**src/rtl/imem_dmem_arbiter.sv**
```systemverilog
// Unified-memory arbiter between instruction fetch and data access.
// Data has priority; fetch is forced through after MAX_WAIT data grants.
module imem_dmem_arbiter #(
    parameter int LATENCY  = 4,
    parameter int MAX_WAIT = 3
) (
    input  logic        clk,
    input  logic        rst,
    input  logic        if_req,
    input  logic [15:0] if_addr,
    input  logic        flush,
    output logic        if_grant,
    output logic        if_done,
    output logic [15:0] if_data,
    output logic        if_err,
    input  logic        dm_req,
    input  logic        dm_wr,
    input  logic [15:0] dm_addr,
    input  logic [15:0] dm_wdata,
    output logic        dm_grant,
    output logic        dm_done,
    output logic [15:0] dm_rdata,
    output logic        dm_err,
    output logic        mem_en,
    output logic        mem_wr,
    output logic [15:0] mem_addr,
    output logic [15:0] mem_wdata,
    input  logic [15:0] mem_rdata,
    input  logic        mem_err,
    output logic        busy
);
    localparam int WW = $clog2(MAX_WAIT + 1);
    localparam logic [WW-1:0] WMAX = WW'(MAX_WAIT);

    typedef enum logic [1:0] {
        IDLE = 2'd0,
        BUSY = 2'd1,
        DONE = 2'd2
    } state_t;

    state_t        state;
    logic          own_if;
    logic          wr_q;
    logic          cancel;
    logic [15:0]   addr_q;
    logic [15:0]   wdata_q;
    logic [15:0]   rdata_q;
    logic          err_q;
    logic [3:0]    cnt;
    logic [WW-1:0] wait_cnt;
    logic [15:0]   if_data_q;
    logic          if_err_q;
    logic [15:0]   dm_data_q;
    logic          dm_err_q;

    logic idle;
    logic pick_if;
    logic pick_dm;
    logic win;

    // Grants are decided combinationally so the grant shares the mem_en cycle.
    assign idle    = (state == IDLE) && rst;
    assign pick_if = idle && if_req && !flush && (!dm_req || wait_cnt == WMAX);
    assign pick_dm = idle && dm_req && !pick_if;
    assign win     = pick_if || pick_dm;

    assign if_grant  = pick_if;
    assign dm_grant  = pick_dm;
    assign mem_en    = win;
    assign mem_addr  = win ? (pick_if ? if_addr : dm_addr) : addr_q;
    assign mem_wr    = win ? (pick_dm && dm_wr) : wr_q;
    assign mem_wdata = win ? (pick_dm ? dm_wdata : 16'h0) : wdata_q;
    assign busy      = (state != IDLE);

    // A flush arriving in the done cycle still suppresses the fetch result.
    assign if_done  = (state == DONE) && own_if && !cancel && !flush;
    assign dm_done  = (state == DONE) && !own_if;
    assign if_data  = if_done ? rdata_q : if_data_q;
    assign if_err   = if_done ? err_q : if_err_q;
    assign dm_rdata = dm_done ? rdata_q : dm_data_q;
    assign dm_err   = dm_done ? err_q : dm_err_q;

    always_ff @(posedge clk) begin
        if (!rst) begin
            state     <= IDLE;
            own_if    <= 1'b0;
            wr_q      <= 1'b0;
            cancel    <= 1'b0;
            addr_q    <= 16'h0;
            wdata_q   <= 16'h0;
            rdata_q   <= 16'h0;
            err_q     <= 1'b0;
            cnt       <= 4'h0;
            wait_cnt  <= '0;
            if_data_q <= 16'h0;
            if_err_q  <= 1'b0;
            dm_data_q <= 16'h0;
            dm_err_q  <= 1'b0;
        end else begin
            unique case (state)
                IDLE: begin
                    if (pick_if)
                        wait_cnt <= '0;
                    else if (pick_dm && if_req) begin
                        if (wait_cnt != WMAX)
                            wait_cnt <= wait_cnt + WW'(1);
                    end else if (!if_req)
                        wait_cnt <= '0;
                    if (win) begin
                        own_if  <= pick_if;
                        addr_q  <= mem_addr;
                        wr_q    <= mem_wr;
                        wdata_q <= mem_wdata;
                        cancel  <= 1'b0;
                        if (LATENCY == 1) begin
                            rdata_q <= mem_wr ? 16'h0 : mem_rdata;
                            err_q   <= mem_err;
                            state   <= DONE;
                        end else begin
                            cnt   <= 4'(LATENCY - 1);
                            state <= BUSY;
                        end
                    end
                end
                BUSY: begin
                    if (own_if && flush)
                        cancel <= 1'b1;
                    cnt <= cnt - 4'h1;
                    if (cnt == 4'h1) begin
                        rdata_q <= mem_wr ? 16'h0 : mem_rdata;
                        err_q   <= mem_err;
                        state   <= DONE;
                    end
                end
                DONE: begin
                    if (if_done) begin
                        if_data_q <= rdata_q;
                        if_err_q  <= err_q;
                    end
                    if (dm_done) begin
                        dm_data_q <= rdata_q;
                        dm_err_q  <= err_q;
                    end
                    state <= IDLE;
                end
                default: state <= IDLE;
            endcase
        end
    end
endmodule

```
**config.mk**
```make
export PLATFORM = sky130hd
export DESIGN_NAME = imem_dmem_arbiter
export DESIGN_NICKNAME = d
export VERILOG_FILES = /design/src/rtl/imem_dmem_arbiter.sv
export SDC_FILE = /design/constraint.sdc
export NUM_CORES = 1
export LEC_CHECK = 0
export CELL_PAD_IN_SITES_DETAIL_PLACEMENT = 1
export CELL_PAD_IN_SITES_GLOBAL_PLACEMENT = 1
export CORE_MARGIN = 3
export CORE_UTILIZATION = 34
export DETAILED_ROUTE_END_ITERATION = 12
export PLACE_DENSITY_LB_ADDON = 0.1
export SLEW_MARGIN = 20
export SYNTH_ARGS = -nofsm -noshare
export SYNTH_HDL_FRONTEND = slang
export SYNTH_SLANG_ARGS = --single-unit
```
**constraint.sdc**
```tcl
create_clock -name clk -period 2.85 [get_ports clk]
set_clock_uncertainty 0.1 [all_clocks]
set_input_delay 0.57 -clock clk [delete_from_list [all_inputs] [get_ports clk]]
set_output_delay 0.57 -clock clk [all_outputs]
set_load 0.03 [all_outputs]
```
After elaboration in Yosys (flattened, before gate mapping)

Cells that the tools add are included.

Register bits after elaboration: 94
Input port bits: 71
Output and inout bits: 73
Logic and storage cells: 77

Reduce and logical (&&, ||, !) cells: 29
Equal/unequal tests: 10
Muxes and demuxes: 22
Add/subtract/negate cells: 2

Operator list:

| operator                                                                 | count |
|---|---|
| 16-bit two-way mux                                                       | 7 |
| 1-bit logical AND                                                        | 13 |
| 2-bit two-way mux                                                        | 6 |
| 2-bit inequality test (second input constant)                            | 4 |
| 4-bit case mux with 2 select lines                                       | 1 |
| 2-bit AND reduction                                                      | 4 |
| 3-bit AND reduction                                                      | 2 |
| 1-bit zero test                                                          | 5 |
| 1-bit two-way mux                                                        | 5 |
| 2-bit == test (second input constant)                                    | 2 |
| 4-bit by 1-bit == test with 1-bit output (second input constant)         | 1 |
| 4-bit two-way mux                                                        | 1 |
| 2-bit case mux with 2 select lines                                       | 1 |
| 2-bit nonzero test                                                       | 2 |
| 4-bit by 1-bit subtractor with 4-bit output (second input constant)      | 1 |
| 3-bit by 1-bit inequality test with 1-bit output (second input constant) | 1 |
| 3-bit by 2-bit inequality test with 1-bit output (second input constant) | 1 |
| 2-bit by 1-bit adder with 2-bit output (second input constant)           | 1 |
| 2-bit by 1-bit == test with 1-bit output (second input constant)         | 1 |
| 2-bit zero test                                                          | 1 |
| 1-bit logical OR                                                         | 2 |
| 1-bit case mux with 2 select lines                                       | 1 |

Longest topological paths before layout

Gate-level depths: netlist of run 1.

Depth in word-level cells: 10
Gate-level depth with buffers: 8
Depth with buffers taken out: 6

Worst setup path after synthesis of run 1

No wires, ideal clock.

Path type: input to output
Start: in rst
End: out mem_addr[2]
Path slack: 35 ps
Required time: 2180 ps
Arrival time: 2145 ps
Path buffers: 3
Stages on the path: 7
Cell sequence: buf_2 nor3b_4 and3_1 buf_2 buf_4 a211oi_1 nor2_1

Word-level cells in the longest chain between the ends: 8
Elaborated cells on any way between the ends: 10
Classes of those cells: 2 x mux; 8 x reduce/logical

Ends and longest elaborated chain:

| what                             | line | text |
|---|---|---|
| start: declaration               | 8    | `input logic rst,` |
| 1-bit logical AND *              | 62   | `assign idle = (state == IDLE) && rst;` |
| 1-bit logical AND * (3 in a row) | 63   | `assign pick_if = idle && if_req && !flush && (!dm_req \|\| wait_cnt == WMAX);` |
| via if_grant                     | 12   | `output logic if_grant,` |
| 1-bit zero test                  | 64   | `assign pick_dm = idle && dm_req && !pick_if;` |
| 1-bit logical AND                | 64   |  |
| 1-bit logical OR                 | 65   | `assign win = pick_if \|\| pick_dm;` |
| 16-bit two-way mux *             | 70   | `assign mem_addr = win ? (pick_if ? if_addr : dm_addr) : addr_q;` |
| end: declaration                 | 26   | `output logic [15:0] mem_addr,` |

Mark *: on every way through the listed nets, which the timed path passes. The rest lies on a longest branch.

Worst setup path after layout of run 1

Start: in if_req
End: out mem_wdata[14]

Word-level cells in the longest chain between the ends: 7
Elaborated cells on any way between the ends: 8
Classes of those cells: 2 x mux; 6 x reduce/logical

Ends and longest elaborated chain:

| what                                                   | line   | text |
|---|---|---|
| start: declaration                                     | 9      | `input logic if_req,` |
| 1-bit logical AND * (3 in a row)                       | 63     |  |
| 1-bit zero test                                        | 64     |  |
| 1-bit logical AND                                      | 64     |  |
| 16-bit two-way mux or 1-bit logical OR (tied branches) | 72, 65 |  |
| 16-bit two-way mux *                                   | 72     | `assign mem_wdata = win ? (pick_dm ? dm_wdata : 16'h0) : wdata_q;` |
| end: declaration                                       | 27     | `output logic [15:0] mem_wdata,` |

Mark *: on every way between the ends. The rest lies on a longest branch, timed or not.

==> report_table.html, run 1 <==
<table>
<tr><th>Metric</th><th>Value</th></tr>
<tr><th colspan="2">Yosys</th></tr>
<tr><td>Mapped Cells</td><td>392</td></tr>
<tr><td>Net count after synthesis</td><td>466</td></tr>
<tr><td>Syn Std Cell Area</td><td>0.00402 mm²</td></tr>
<tr><td>Top cells by area, synth</td><td>sky130_fd_sc_hd__dfxtp_1 (47%), sky130_fd_sc_hd__mux2_2 (9.2%), sky130_fd_sc_hd__and2_1 (8.1%)</td></tr>
<tr><td>Fraction of post-synthesis cell area in the top cell type by area</td><td>0.468</td></tr>
<tr><td>Yosys warns</td><td>0</td></tr>
<tr><td>Cell accounting for the most synthesized area</td><td>sky130_fd_sc_hd__dfxtp_1</td></tr>
<tr><td>Average instance area after synthesis</td><td>10.3 µm²</td></tr>
<tr><td>Netlist cell types</td><td>42</td></tr>
<tr><td>Synth Register Bits</td><td>94</td></tr>
<tr><td>Part of the Yosys area used for sequential elements</td><td>0.468</td></tr>
<tr><th colspan="2">Timing</th></tr>
<tr><td>Final hold violations</td><td>0</td></tr>
<tr><td>Max Clock Freq</td><td>0.360 GHz</td></tr>
<tr><td>Sum of negative setup slack</td><td>0 ns</td></tr>
<tr><td>Number of setup violations in the final report</td><td>0</td></tr>
<tr><td>Max-slew violation count</td><td>0</td></tr>
<tr><td>Minimum clock period after layout</td><td>2.78 ns</td></tr>
<tr><td>Relative slew slack</td><td>0.576</td></tr>
<tr><td>Pin slew with the least headroom to its limit</td><td>0.636 ns</td></tr>
<tr><td>Ratio of final minimum period to clock period</td><td>0.976</td></tr>
<tr><th colspan="2">Layout</th></tr>
<tr><td>Synthesis-to-layout area growth</td><td>56.3%</td></tr>
<tr><td>Area of the multi-input gates</td><td>0.00201 mm²</td></tr>
<tr><td>Most common cell after layout, fill and taps aside</td><td>sky130_fd_sc_hd__dfxtp_1</td></tr>
<tr><td>Count of nets after finishing</td><td>648</td></tr>
<tr><td>Cell Count, Final, Fillers Out</td><td>722</td></tr>
<tr><td>Number of filler instances in the final layout</td><td>1279</td></tr>
<tr><td>Count of inserted antenna diode cells</td><td>0</td></tr>
<tr><td>Leading cell types in the layout, fill and taps excluded</td><td>sky130_fd_sc_hd__dfxtp_1 (94), sky130_fd_sc_hd__buf_4 (86), sky130_fd_sc_hd__clkdlybuf4s50_1 (67)</td></tr>
<tr><td>Sequential standard cell area</td><td>0.00188 mm²</td></tr>
<tr><td>Layout cell share with drive strength beyond 1</td><td>0.313</td></tr>
<tr><th colspan="2">Global routing</th></tr>
<tr><td>Initial antenna violation count</td><td>0</td></tr>
<tr><td>Gr ovfl total</td><td>0</td></tr>
<tr><td>Global-route total usage across every layer</td><td>0.180</td></tr>
<tr><td>Number of global-route vias before repair</td><td>3716</td></tr>
<tr><td>Wire length of the first global-routing pass</td><td>18800 µm</td></tr>
<tr><td>Largest net degree at the start of global routing</td><td>79</td></tr>
<tr><th colspan="2">Die</th></tr>
<tr><td>Die height</td><td>115 µm</td></tr>
<tr><td>Die Area</td><td>0.0132 mm²</td></tr>
<tr><td>Chip Width</td><td>115 µm</td></tr>
<tr><td>Num rows</td><td>39</td></tr>
<tr><td>Floorplan core area</td><td>0.0115 mm²</td></tr>
<tr><td>Initial standard-cell utilization of the core</td><td>0.349</td></tr>
<tr><td>Ports placed on the boundary</td><td>144</td></tr>
<tr><th colspan="2">Place</th></tr>
<tr><td>Post-DP HPWL</td><td>8000 µm</td></tr>
<tr><td>Number of placed cells counting well taps</td><td>696</td></tr>
<tr><td>Last weighted congestion value of the routability-driven placer</td><td>0.715</td></tr>
<tr><td>Number of I/O port buffers</td><td>143</td></tr>
<tr><th colspan="2">Worst setup path</th></tr>
<tr><td>WP data arrival</td><td>2.11 ns</td></tr>
<tr><td>Peak fanout along the critical path</td><td>5</td></tr>
<tr><td>FF-to-FF setup slack</td><td>0.90 ns</td></tr>
<tr><td>Kind of critical path</td><td>input pin to output port</td></tr>
<tr><td>Critical Path End Type</td><td>output port</td></tr>
<tr><td>Data required time of the critical path</td><td>2.18 ns</td></tr>
<tr><td>Crit start category</td><td>input pin</td></tr>
<tr><th colspan="2">Clock tree</th></tr>
<tr><td>Num CTS Buffers</td><td>9</td></tr>
<tr><td>Total number of H-tree levels</td><td>3</td></tr>
<tr><td>TritonCTS clock tree</td><td>done</td></tr>
<tr><td>Buffer levels on the longest clock path</td><td>2</td></tr>
<tr><td>CTS Hold Buffers Added</td><td>0</td></tr>
<tr><td>CTS root buffer</td><td>sky130_fd_sc_hd__clkbuf_16</td></tr>
<tr><td>Sink count of the clock tree</td><td>94</td></tr>
<tr><td>Clock latency at the later pin of the worst-skew pair</td><td>0.34 ns</td></tr>
<tr><td>Clock transition at path regs</td><td>0.06 ns</td></tr>
<tr><th colspan="2">Detailed routing</th></tr>
<tr><td>Residual DRC count</td><td>0</td></tr>
<tr><td>Detailed Routing Iterations Pass 1</td><td>4</td></tr>
<tr><td>Via count normalized by instance count</td><td>4.90</td></tr>
<tr><td>Initial drt markers</td><td>136</td></tr>
<tr><td>Number of routed nets with antenna violations</td><td>0</td></tr>
<tr><td>Average wire per cell in the routed design</td><td>16.0 µm</td></tr>
<tr><td>Vias</td><td>3536</td></tr>
<tr><td>Sum of routed wire length over all layers</td><td>11500 µm</td></tr>
<tr><th colspan="2">Power and ir drop</th></tr>
<tr><td>Pwr per Cell Area</td><td>525 mW/mm²</td></tr>
<tr><td>Static Leak</td><td>2.90 nW</td></tr>
<tr><td>Maximum resistive drop on vdd</td><td>0.257 mV</td></tr>
<tr><th colspan="2">Worst hold path</th></tr>
<tr><td>Type of the worst min-delay path</td><td>flop to flop</td></tr>
<tr><th colspan="2">Status</th></tr>
<tr><td>Result of the run</td><td>complete, no violations</td></tr>
<tr><th colspan="2">Run</th></tr>
<tr><td>Max Cap Viol</td><td>0</td></tr>
</table>
[path summary, 6_finish.rpt]
path / startpoint / to / cells past startpoint
setup reg to reg: state[1] / wdata_q[9] / 8
hold reg to reg: wait_cnt[1] / wait_cnt[1] / 2
hold / removal: wait_cnt[1] / wait_cnt[1] / 2
setup / recovery: if_req / mem_wdata[14] / 9
[metal layers]
layer  vias up  track usage  part of all wire
li1       1732            -                 -
met1      1695        0.226              0.45
met2        92        0.303              0.48
met3        17       0.0421             0.051
met4         0       0.0618             0.016
met5         -            0                 0
[state kept, by name, indices dropped and copies added (netlist names)]
register / count
addr_q: 16
cancel: 1
cnt: 4
dm_data_q: 16
dm_err_q: 1
err_q: 1
if_data_q: 16
if_err_q: 1
own_if: 1
rdata_q: 16
state: 2
wait_cnt: 2
wdata_q: 16
wr_q: 1
[cell families (layout without fill, tap and decap cells)]
group | count (synthesis) | in the layout | share of synthesized area
AOI/OAI and AO/OA | 78 | 78 | 0.175
xor gates and xnor gates | 1 | 1 | 0.00218
adders and majority gates | 3 | 3 | 0.00933
buffers and inverters | 50 | 237 | 0.0569
DFF | 94 | 94 | 0.468
muxes | 34 | 34 | 0.0951
and+or+nand+nor | 132 | 132 | 0.194
[area by class of cell]
cell class	count	area share
well taps	143	0.0285
inverters	20	0.0119
multi-input cells	248	0.320
flip-flops and latches	94	0.299
repair buffers	201	0.291
clock inverters	5	0.00895
clock buffers	11	0.0402
[timing repair]
action	4_1_cts	5_1_grt
pin swaps	3	1
gates resized for setup	58	3
setup buffers	5	2
gates cloned	3	0
endpoints found under the hold margin	0	0
endpoints found under the setup margin	66	24
[synth_stat cells, drive strengths merged]
| master | count |
|---|---|
| nand3b | 1 |
| xnor2 | 1 |
| and2 | 52 |
| a31o | 1 |
| o31ai | 1 |
| a311o | 1 |
| a31oi | 17 |
| nand2b | 3 |
| a211oi | 16 |
| mux2 | 34 |
| inv | 20 |
| ha | 3 |
| a21boi | 2 |
| a32oi | 2 |
| buf | 14 |
| o311a | 1 |
| a2111oi | 1 |
| nor4 | 1 |
| nor2b | 4 |
| or3 | 1 |
| and3 | 3 |
| o21ai | 2 |
| nand2 | 10 |
| nand3 | 1 |
| clkbuf | 16 |
| o21a | 1 |
| nor4b | 2 |
| and2b | 1 |
| dfxtp | 94 |
| nor3b | 18 |
| a22o | 33 |
| nor2 | 35 |
[power by group]
part / internal, mW / switching, mW
sequential: 1.36 / 0.0219
combinational: 0.337 / 0.344
clock: 0.728 / 0.512
[per-stage QoR]
step | setup WS, ns | hold WS (ns) | utilization | power, mW | area [µm²]
finish | 0.0685 | 0.376 | 0.546 | 3.30 | 6290
global route | -0.0104 | 0.413 | 0.546 | 3.47 | 6290
CTS | 0.00388 | 0.383 | 0.544 | 3.36 | 6270
detailed placement | -0.354 | 0.375 | 0.502 | 2.05 | 5780
global placement | -0.314 | 0.356 | 0.502 | 2.04 | 5780
floorplan | 0.0349 | 0.343 | - | 1.74 | 4020
[worst max-delay path, stage by stage]
cell	delay, ns
sky130_fd_sc_hd__dlygate4sd2_1	0.25
sky130_fd_sc_hd__nor2b_4	0.13
sky130_fd_sc_hd__buf_4	0.13
sky130_fd_sc_hd__a2111oi_4	0.31
sky130_fd_sc_hd__buf_4	0.19
sky130_fd_sc_hd__buf_4	0.11
sky130_fd_sc_hd__buf_12	0.10
sky130_fd_sc_hd__a22o_1	0.17
sky130_fd_sc_hd__buf_6	0.15
No activity file was read; power rests on OpenSTA's default activity.
==> inputs of run 2 (changes only) <==
CAP_MARGIN = 10   (was not set)
==> results of run 2 <==
No change in the layout: final DEF, timing and power equal those of run 1.
